## src/rtl/cordic_pkg.sv

```systemverilog
// rtl/cordic_pkg.sv - shared Q.14 angle constants, widths and FSM state type
package cordic_pkg;

  localparam int QUANT_BITS  = 14;
  localparam int PHASE_W_DEF = 32;
  localparam int CNT_W_DEF   = 16;

  // Angles are radians scaled by 2**QUANT_BITS
  localparam int PI      = 51472;
  localparam int TWO_PI  = 102944;
  localparam int HALF_PI = 25736;

  typedef enum logic [1:0] {
    ST_IDLE = 2'd0,
    ST_RUN  = 2'd1,
    ST_DONE = 2'd2
  } state_e;

endpackage

```

## src/rtl/phase_wrap_add.sv

```systemverilog
// rtl/phase_wrap_add.sv - combinational a+b folded back into [-PI, PI)
module phase_wrap_add
  import cordic_pkg::*;
#(
  parameter int PHASE_W = PHASE_W_DEF
) (
  input  logic signed [PHASE_W-1:0] a_i,
  input  logic signed [PHASE_W-1:0] b_i,
  output logic signed [PHASE_W-1:0] sum_o
);

  localparam logic signed [PHASE_W:0] PI_X     = (PHASE_W+1)'(PI);
  localparam logic signed [PHASE_W:0] TWO_PI_X = (PHASE_W+1)'(TWO_PI);

  logic signed [PHASE_W:0] sum_w;
  logic signed [PHASE_W:0] corr_w;

  // One extra bit keeps the raw sum exact; both operands are within [-PI, PI],
  // so a single +/- TWO_PI correction always lands back in range.
  always_comb begin
    sum_w  = {a_i[PHASE_W-1], a_i} + {b_i[PHASE_W-1], b_i};
    corr_w = sum_w;
    if (sum_w >= PI_X) begin
      corr_w = sum_w - TWO_PI_X;
    end else if (sum_w < -PI_X) begin
      corr_w = sum_w + TWO_PI_X;
    end
  end

  assign sum_o = corr_w[PHASE_W-1:0];

endmodule

```

## src/rtl/cordic_phase_gen.sv

```systemverilog
// rtl/cordic_phase_gen.sv - burst generator of wrapped Q.14 angles for a CORDIC core
module cordic_phase_gen
  import cordic_pkg::*;
#(
  parameter int PHASE_W = PHASE_W_DEF,
  parameter int CNT_W   = CNT_W_DEF
) (
  input  logic                      clock,
  input  logic                      reset,
  input  logic                      start,
  input  logic signed [PHASE_W-1:0] phase_init,
  input  logic signed [PHASE_W-1:0] phase_step,
  input  logic        [CNT_W-1:0]   num_samples,
  input  logic                      hold,
  output logic                      valid_out,
  output logic signed [PHASE_W-1:0] rad_out,
  output logic                      busy,
  output logic                      done,
  output logic                      cfg_err
);

  localparam logic signed [PHASE_W-1:0] PI_W = PHASE_W'(PI);

  state_e                    state_q, state_d;
  logic signed [PHASE_W-1:0] phase_q, phase_d;
  logic signed [PHASE_W-1:0] step_q, step_d;
  logic        [CNT_W-1:0]   count_q, count_d;
  logic                      valid_q, valid_d;
  logic signed [PHASE_W-1:0] rad_q, rad_d;
  logic                      done_q, done_d;
  logic                      cfg_err_q, cfg_err_d;

  logic signed [PHASE_W-1:0] phase_next;
  logic                      cfg_bad;

  phase_wrap_add #(
    .PHASE_W (PHASE_W)
  ) u_wrap (
    .a_i   (phase_q),
    .b_i   (step_q),
    .sum_o (phase_next)
  );

  // A start is refused when the burst is empty, the first angle is outside
  // [-PI, PI), or the step is large enough to need more than one wrap.
  always_comb begin
    cfg_bad = (num_samples == '0)
           || (phase_init < -PI_W) || (phase_init >= PI_W)
           || (phase_step >  PI_W) || (phase_step < -PI_W);
  end

  // Next-state logic: accept/reject in IDLE, emit or stall in RUN, pulse done.
  always_comb begin
    state_d   = state_q;
    phase_d   = phase_q;
    step_d    = step_q;
    count_d   = count_q;
    valid_d   = 1'b0;
    rad_d     = rad_q;
    done_d    = 1'b0;
    cfg_err_d = 1'b0;
    case (state_q)
      ST_IDLE: begin
        if (start) begin
          if (cfg_bad) begin
            cfg_err_d = 1'b1;
          end else begin
            phase_d = phase_init;
            step_d  = phase_step;
            count_d = num_samples;
            state_d = ST_RUN;
          end
        end
      end
      ST_RUN: begin
        if (!hold) begin
          valid_d = 1'b1;
          rad_d   = phase_q;
          phase_d = phase_next;
          count_d = count_q - CNT_W'(1);
          if (count_q == CNT_W'(1)) begin
            state_d = ST_DONE;
          end
        end
      end
      ST_DONE: begin
        done_d  = 1'b1;
        state_d = ST_IDLE;
      end
      default: begin
        state_d = ST_IDLE;
      end
    endcase
  end

  // State registers with synchronous active-low reset.
  always_ff @(posedge clock) begin
    if (!reset) begin
      state_q   <= ST_IDLE;
      phase_q   <= '0;
      step_q    <= '0;
      count_q   <= '0;
      valid_q   <= 1'b0;
      rad_q     <= '0;
      done_q    <= 1'b0;
      cfg_err_q <= 1'b0;
    end else begin
      state_q   <= state_d;
      phase_q   <= phase_d;
      step_q    <= step_d;
      count_q   <= count_d;
      valid_q   <= valid_d;
      rad_q     <= rad_d;
      done_q    <= done_d;
      cfg_err_q <= cfg_err_d;
    end
  end

  assign valid_out = valid_q;
  assign rad_out   = rad_q;
  assign busy      = (state_q == ST_RUN) || (state_q == ST_DONE);
  assign done      = done_q;
  assign cfg_err   = cfg_err_q;

endmodule

```

## config.mk

```make
export PLATFORM = sky130hd
export DESIGN_NAME = cordic_phase_gen
export DESIGN_NICKNAME = d
export VERILOG_FILES = /design/src/rtl/cordic_pkg.sv /design/src/rtl/phase_wrap_add.sv /design/src/rtl/cordic_phase_gen.sv
export SDC_FILE = /design/constraint.sdc
export NUM_CORES = 1
export LEC_CHECK = 0
export BUFFER_PORTS_ARGS = -buffer_cell sky130_fd_sc_hd__buf_2
export CAP_MARGIN = 25
export CORE_MARGIN = 2
export CORE_UTILIZATION = 55
export CTS_CLUSTER_DIAMETER = 80
export DETAILED_ROUTE_END_ITERATION = 8
export PLACE_DENSITY = 0.86
export REMOVE_ABC_BUFFERS = 1
export SLEW_MARGIN = 20
export SYNTH_ARGS = -nofsm -noshare
export SYNTH_HDL_FRONTEND = slang
export SYNTH_HIERARCHICAL = 1
export SYNTH_SLANG_ARGS = --single-unit
```

## constraint.sdc

```tcl
create_clock -name clock -period 12.58 [get_ports clock]
set_input_delay 1.887 -clock clock [delete_from_list [all_inputs] [get_ports clock]]
set_output_delay 1.887 -clock clock [all_outputs]
set_load 0.02 [all_outputs]
```

* Word level (Yosys, flattened, before mapping)
Cells that the tools add are included.
W data, S select, Z words.
** Word-level totals
- Flip-flop bits (word level) :: 117
- Input bits :: 84
- Output and inout port bits :: 36
- Word-level logic and storage cells :: 59
** Cells by class
- $add $sub $neg :: 4
- $lt $le $gt $ge :: 6
- Equal/unequal tests :: 7
- Muxes and demuxes :: 18
- Bitwise logic cells :: 2
- Reductions and logical operators :: 14
** Operator list (number)
- $mux W32 :: 5
- $lt A32 B17 Y1 const B :: 2
- $pmux W32 S2 :: 1
- $mux W16 :: 3
- $add A32 B32 Y33 :: 1
- $ge A33 B17 Y1 const B :: 1
- $lt A33 B17 Y1 const B :: 1
- $add A32 B18 Y32 const B :: 1
- $ge A32 B17 Y1 const B :: 1
- $gt A32 B17 Y1 const B :: 1
- $pmux W16 S2 :: 1
- $sub A32 B18 Y32 const B :: 1
- $eq A16 B1 Y1 const B :: 1
- $logic_not A16 Y1 :: 1
- $sub A16 B1 Y16 const B :: 1
- $mux W2 :: 4
- $ne A2 B2 Y1 const B :: 4
- $reduce_and A4 Y1 :: 2
- $reduce_and A3 Y1 :: 2
- $logic_or A1 B1 Y1 :: 5
- $pmux W2 S2 :: 1
- $reduce_and A2 Y1 :: 2
- $mux W1 :: 3
- $eq A2 B1 Y1 const B :: 1
- 4 further kinds :: 5

* Logic depth before layout (Yosys ltp)
- Depth in word-level cells :: 8
- Depth in mapped cells :: 17
- Depth with buffers taken out :: 16

* Hierarchy
The synthesis kept the hierarchy.
** By module, submodules not included
- cordic_phase_gen :: instances 1, cells each 606, area each 5161.2 µm², seq. area each 2342.2 µm²
- phase_wrap_add :: instances 1, cells each 537, area each 3683.5 µm², seq. area each 0.0 µm²

* Worst setup path after synthesis
No wires, ideal clock.
- Path kind :: in2reg
- From :: in phase_step[10]
- To :: reg count_q[13]
- Setup time :: 0.122 ns
- Arrival time :: 3.891 ns
- Required time :: 12.458 ns
- Path slack :: 8.568 ns
- Cell stages on the path :: 8
- Buffers on the path :: 1
- Cell sequence :: or4_1 > a211o_1 > a32oi_1 > nor2_1 > a31o_1 > buf_6 > mux2_4 > a221o_1
** Between the ends
- Cells in the longest elaborated chain, start to end :: 5
- Elaborated cells between the ends (all ways) :: 6
- Classes of those cells :: 2 x order compare; 1 x eq/ne; 3 x reduce/logical
** RTL lines
- from (decl) :: RTL line cordic_phase_gen.sv:12 : input logic signed [PHASE_W-1:0] phase_step,
- $gt A32 B17 Y1 :: RTL line cordic_phase_gen.sv:49 : || (phase_step > PI_W) || (phase_step < -PI_W);
- $logic_or A1 B1 Y1 :: RTL line cordic_phase_gen.sv:49
- $logic_or A1 B1 Y1 (*) :: RTL line cordic_phase_gen.sv:49
- $ne A2 B2 Y1 (no source line) (*)
- $reduce_and A4 Y1 (no source line) (*)
- to (signal assigned) :: RTL line cordic_phase_gen.sv:111 : count_q <= count_d;
- to (decl) :: RTL line cordic_phase_gen.sv:27 : logic [CNT_W-1:0] count_q, count_d;
Mark *: on every way between the ends. The rest lies on a longest branch, timed or not.
A chain may end at the register's enable or synchronous reset.

* Worst setup path in the final report
- From :: reg phase_q[10]
- To :: reg phase_q[28]
** Between the ends
- Cells in the longest elaborated chain, start to end :: 6
- Elaborated cells between the ends (all ways) :: 9
- Classes of those cells :: 3 x add/sub; 2 x order compare; 4 x mux
** RTL lines
- from (decl) :: RTL line cordic_phase_gen.sv:25 : logic signed [PHASE_W-1:0] phase_q, phase_d;
- from (signal assigned) :: RTL line cordic_phase_gen.sv:109 : phase_q <= phase_d;
- $add A32 B32 Y33 (*) :: RTL line phase_wrap_add.sv:21 : sum_w = {a_i[PHASE_W-1], a_i} + {b_i[PHASE_W-1], b_i};
- $add A32 B18 Y32 / $lt A33 B17 Y1 (equally long branches) :: RTL line phase_wrap_add.sv:26, phase_wrap_add.sv:25
- $mux W32 :: RTL line phase_wrap_add.sv:25 : end else if (sum_w < -PI_X) begin
- $mux W32 (*) :: RTL line phase_wrap_add.sv:23 : if (sum_w >= PI_X) begin
- via phase_next[28] :: RTL line cordic_phase_gen.sv:33 : logic signed [PHASE_W-1:0] phase_next;
- $mux W32 (*) :: RTL line cordic_phase_gen.sv:76 : if (!hold) begin
- $pmux W32 S2 (*) :: RTL line cordic_phase_gen.sv:62 : case (state_q)
The timed path passes the listed nets; every way through them passes the cells marked *. The select of a mux whose other input is x is not followed.

==> reports/qor_table.md <==
| Step | Quantity | This run |
| --- | --- | --- |
| run status | Outcome | complete, no violations |
| finish | Cell Count, Final, Fillers Out | 1457 |
| clock network | Count of clock tree sinks | 117 |
| flow run | Max-cap viol count | 0 |
| finish | Share of post-route cells with drive strength above 1 | 16.1% |
| timing | Final Critical Period | 5.31 ns |
| timing | Endpoints failing hold | 0 |
| timing | Max Freq | 0.188 GHz |
| finish | Final cell area excluding filler cells | 10100 um2 |
| yosys | Number of flops mapped to enable cells by yosys | 0 |
| yosys | Sequential cell area fraction in the yosys report | 26.5% |
| global route | Number of antenna violations at the first check in global routing | 2 |
| yosys | YS warnings | 6 |
| setup path | Top delay family on crit path | compound AO/OA/AOI/OAI gates |
| finish | Utilization after layout | 63.7% |
| yosys | Dominant register cell in the synthesized netlist | dfxtp_1 |
| setup path | Crit path arrival time | 5.59 ns |
| placement | Number of input and output port buffers inserted | 119 |
| drt | Detail Route met2 WL | 12900 um |
| placement | Post-detailed-placement half-perimeter wirelength | 20000 um |
| finish | Area of combinational cells with multiple inputs | 6130 um2 |
| yosys | Mean post-synth cell area | 7.74 um2 |
| yosys | Synthesized flop and latch total | 117 |
| floorplan | Die Y-Extent | 131 um |
| clock network | Clock tree from TritonCTS | done |
| setup path | Crit-path slowest cell | o31ai_4 |
| setup path | Kind of end point of the critical path | flop |
| pwr | Leakage power of the design | 4.06 nW |
| setup path | Startpoint class of the critical path | flop |
| drt | Met3 wire length | 1980 um |
| floorplan | I/O Pins | 120 |
| drt | 1st-pass router iterations | 6 |
| drt | DR top layer | met4 |
| setup path | Sequence of cells on the critical path | ha_1 -> a21oi_1 -> o21ai_0 -> a21oi_1 -> o31ai_1 -> xor2_1 -> nor4_2 -> nand4bb_1 -> o31ai_4 -> o21ai_0 -> mux2i_1 -> a211oi_1 |
| setup path | Kind of critical path | flop to flop |
| floorplan | Row count | 46 |
| placement | Final estimated routing congestion in global placement | 0.951 |
| finish | Most frequent cells in the layout | 156 x nand2_1, 120 x buf_2, 117 x dfxtp_1, 98 x nor2_1, 97 x a21oi_1 |
| drt | Total DRC errors in the routed layout | 0 |
| min path | Hold Path Class | flop to flop |
| clock network | Source-to-sink clock delay at the later pin of the worst-skew pair | 0.44 ns |
| clock network | Count of buffers added by post-CTS timing repair for setup | 0 |
| clock network | Clock root buffer | clkbuf_16 |
| yosys | Share of synthesized registers carrying an async set or reset | 0% |
| drt | Detail Route Antenna Nets | 0 |
| pwr | PD cells | 89.1 nW/um2 |
| timing | Fin Clk Skew | 0.0130 ns |
| global route | GR Util All Layers | 31.8% |
| clock network | # resized after CTS | 0 |
| timing | Endpoints failing setup | 0 |
| setup path | Data required time of the worst path | 12.85 ns |
| floorplan | Initial core utilization | 55.9% |
| timing | Final worst-path cycle share | 42.2% |
| global route | Vias in the first global route | 8512 |
| finish | Post-layout nets | 1351 |
| placement | Placed instance area | 9490 um2 |
| global route | Congestion Overflow GR | 0 |
| drt | Iteration-0 DRC count of the detailed router | 934 |
| finish | Synthesis-to-layout area growth | 13.9% |
| global route | Global-route wire length before repair | 42700 um |
| yosys | Count of unique library cells instantiated by Yosys | 87 |
| placement | Placed cells | 1423 |
| clock network | Cts bufs inserted | 17 |
| timing | RSZ-0062 raised after global routing | false |
| floorplan | Area of the die | 17100 um2 |
| clock network | Clock-pin slew on the worst setup and hold paths | 0.06 ns |
| timing | Worst slew pin tran | 1.07 ns |
| drt | Ratio of routed vias to standard cells | 6.43 |
| pwr | Final Total Pwr | 0.898 mW |
| drt | Total via count after detailed routing | 9367 |
| finish | Total area of sequential cells | 2340 um2 |
| pwr | Peak ir drop on the vdd network | 0.000104 V |
| drt | Average wire per cell in the routed design | 18.7 um |
| finish | Count of filler cells inserted in the layout | 1411 |
| clock network | Number of buffers between clock root and the deepest sink | 2 |
| setup path | Total buffers and inverters traversed by the critical path | 0 |
| clock network | Cts hold-fix bufs | 0 |
| yosys | Area of the mapped netlist | 8840 um2 |
| setup path | Peak per-stage delay on the critical path | 0.90 ns |
| drt | Total routed wirelength | 27200 um |
| timing | Worst-case headroom to the max-slew limit | 28.0% |
| clock network | Clock H-tree levels | 4 |
| floorplan | Core area | 15800 um2 |
| timing | Number of slew-limit violations in the final report | 0 |
| timing | Final-layout setup total negative slack | 0 ns |
| finish | Most frequent standard cell in the layout excluding fill and tap cells | nand2_1 |
| drt | Met1 wire length | 11600 um |
| setup path | Maximum fanout along the worst path | 21 |
| floorplan | Die Span X | 131 um |
| global route | Largest net degree at the start of global routing | 56 |
| yosys | Post-Syn Instances | 1143 |
-- where the power goes --
| part | switching [mW] | leakage (nW) | total (mW) | internal (mW) |
|---|---|---|---|---|
| Sequential | 0.0000251 | 0.942 | 0.371 | 0.371 |
| Clock | 0.189 | 0.282 | 0.490 | 0.301 |
| Combinational | 0.0237 | 2.84 | 0.0381 | 0.0144 |
| Total | 0.212 | 4.06 | 0.898 | 0.686 |
-- state kept, by name, indices dropped and copies added, names as in the netlist --
signal     flops
state_q        2
phase_q       32
step_q        32
count_q       16
rad_out       32
done           1
valid_out      1
cfg_err        1
-- kinds of logic (layout without fill, tap and decap cells) --
kind of cell | Yosys count | after routing | synth area share, %
other cells | 0 | 2 | 0
flops | 117 | 117 | 26.5
mux | 60 | 60 | 6.90
fa+ha+maj | 41 | 41 | 5.88
compound gates | 342 | 342 | 27.0
buf+inv | 87 | 183 | 4.27
xor+xnor | 39 | 39 | 3.95
simple gates | 457 | 457 | 25.5
-- final timing paths --
kind | cells after the start | to | from | slack (ns)
worst min-delay path | 2 | rad_out[29] | rad_out[29] | 0.45
worst max register to register | 12 | phase_q[28] | phase_q[10] | 7.27
worst min register to register | 2 | rad_out[29] | rad_out[29] | 0.45
worst max-delay path | 12 | phase_q[28] | phase_q[10] | 7.27
-- layout make-up --
cell class | instances | area share, %
Multi-Input combinational cell | 939 | 60.9
Sequential cell | 117 | 23.2
Timing Repair Buffer | 126 | 6.41
Clock buffer | 20 | 4.53
Tap cell | 216 | 2.68
Clock inverter | 12 | 1.28
Inverter | 25 | 0.944
Antenna cell | 2 | 0.0497
-- cell usage after synthesis (4+ instances only) --
cell | count | share of area, %
xor2_1 | 14 | 1.4
and4_1 | 5 | 0.50
a21oi_1 | 97 | 5.5
inv_1 | 25 | 1.1
o211ai_1 | 15 | 1.3
and3_1 | 16 | 1.1
a31oi_1 | 5 | 0.35
mux2i_1 | 55 | 6.2
and2_1 | 13 | 0.92
o21ai_1 | 5 | 0.28
o211a_1 | 8 | 0.91
dfxtp_1 | 117 | 26
o221ai_1 | 5 | 0.50
nand2_1 | 156 | 6.6
nor3_1 | 30 | 1.7
a211o_1 | 9 | 0.89
a211oi_1 | 40 | 3.4
o21a_1 | 9 | 0.76
nand4_1 | 26 | 1.8
clkbuf_1 | 42 | 1.8
buf_2 | 14 | 0.79
mux2_2 | 4 | 0.51
o21ai_0 | 49 | 2.8
nor4_1 | 30 | 2.1
a21o_1 | 7 | 0.59
nand3_1 | 22 | 1.2
o21bai_1 | 5 | 0.42
ha_1 | 40 | 5.7
nor2_1 | 98 | 4.2
nand3b_1 | 5 | 0.42
nor2b_1 | 6 | 0.42
nand2b_1 | 8 | 0.57
a2111o_1 | 7 | 0.89
xnor2_1 | 24 | 2.4
o32ai_1 | 9 | 0.89
o22ai_1 | 16 | 1.1
or2_2 | 6 | 0.42
or3_1 | 17 | 1.2
-- stage by stage --
step           setup WS (ns)  hold slack (ns)
6_report                7.27            0.448
5_1_grt                 6.95            0.470
4_1_cts                 7.44            0.451
3_5_place_dp            7.47            0.443
3_3_place_gp            7.47            0.439
2_1_floorplan           7.69            0.436
-- worst min-delay path, stage by stage (launching register included) --
cell and delay [ns]:
dfxtp_1 0.30, nand2_1 0.05, a21oi_1 0.05
-- per-layer routing --
layer / vias to the layer above / track usage [%]
li1: 4474 / -
met1: 4381 / 40.8
met2: 440 / 52.4
met3: 72 / 5.62
met4: 0 / 14.4
met5: - / 0
No activity file was read; power rests on OpenSTA's default activity.
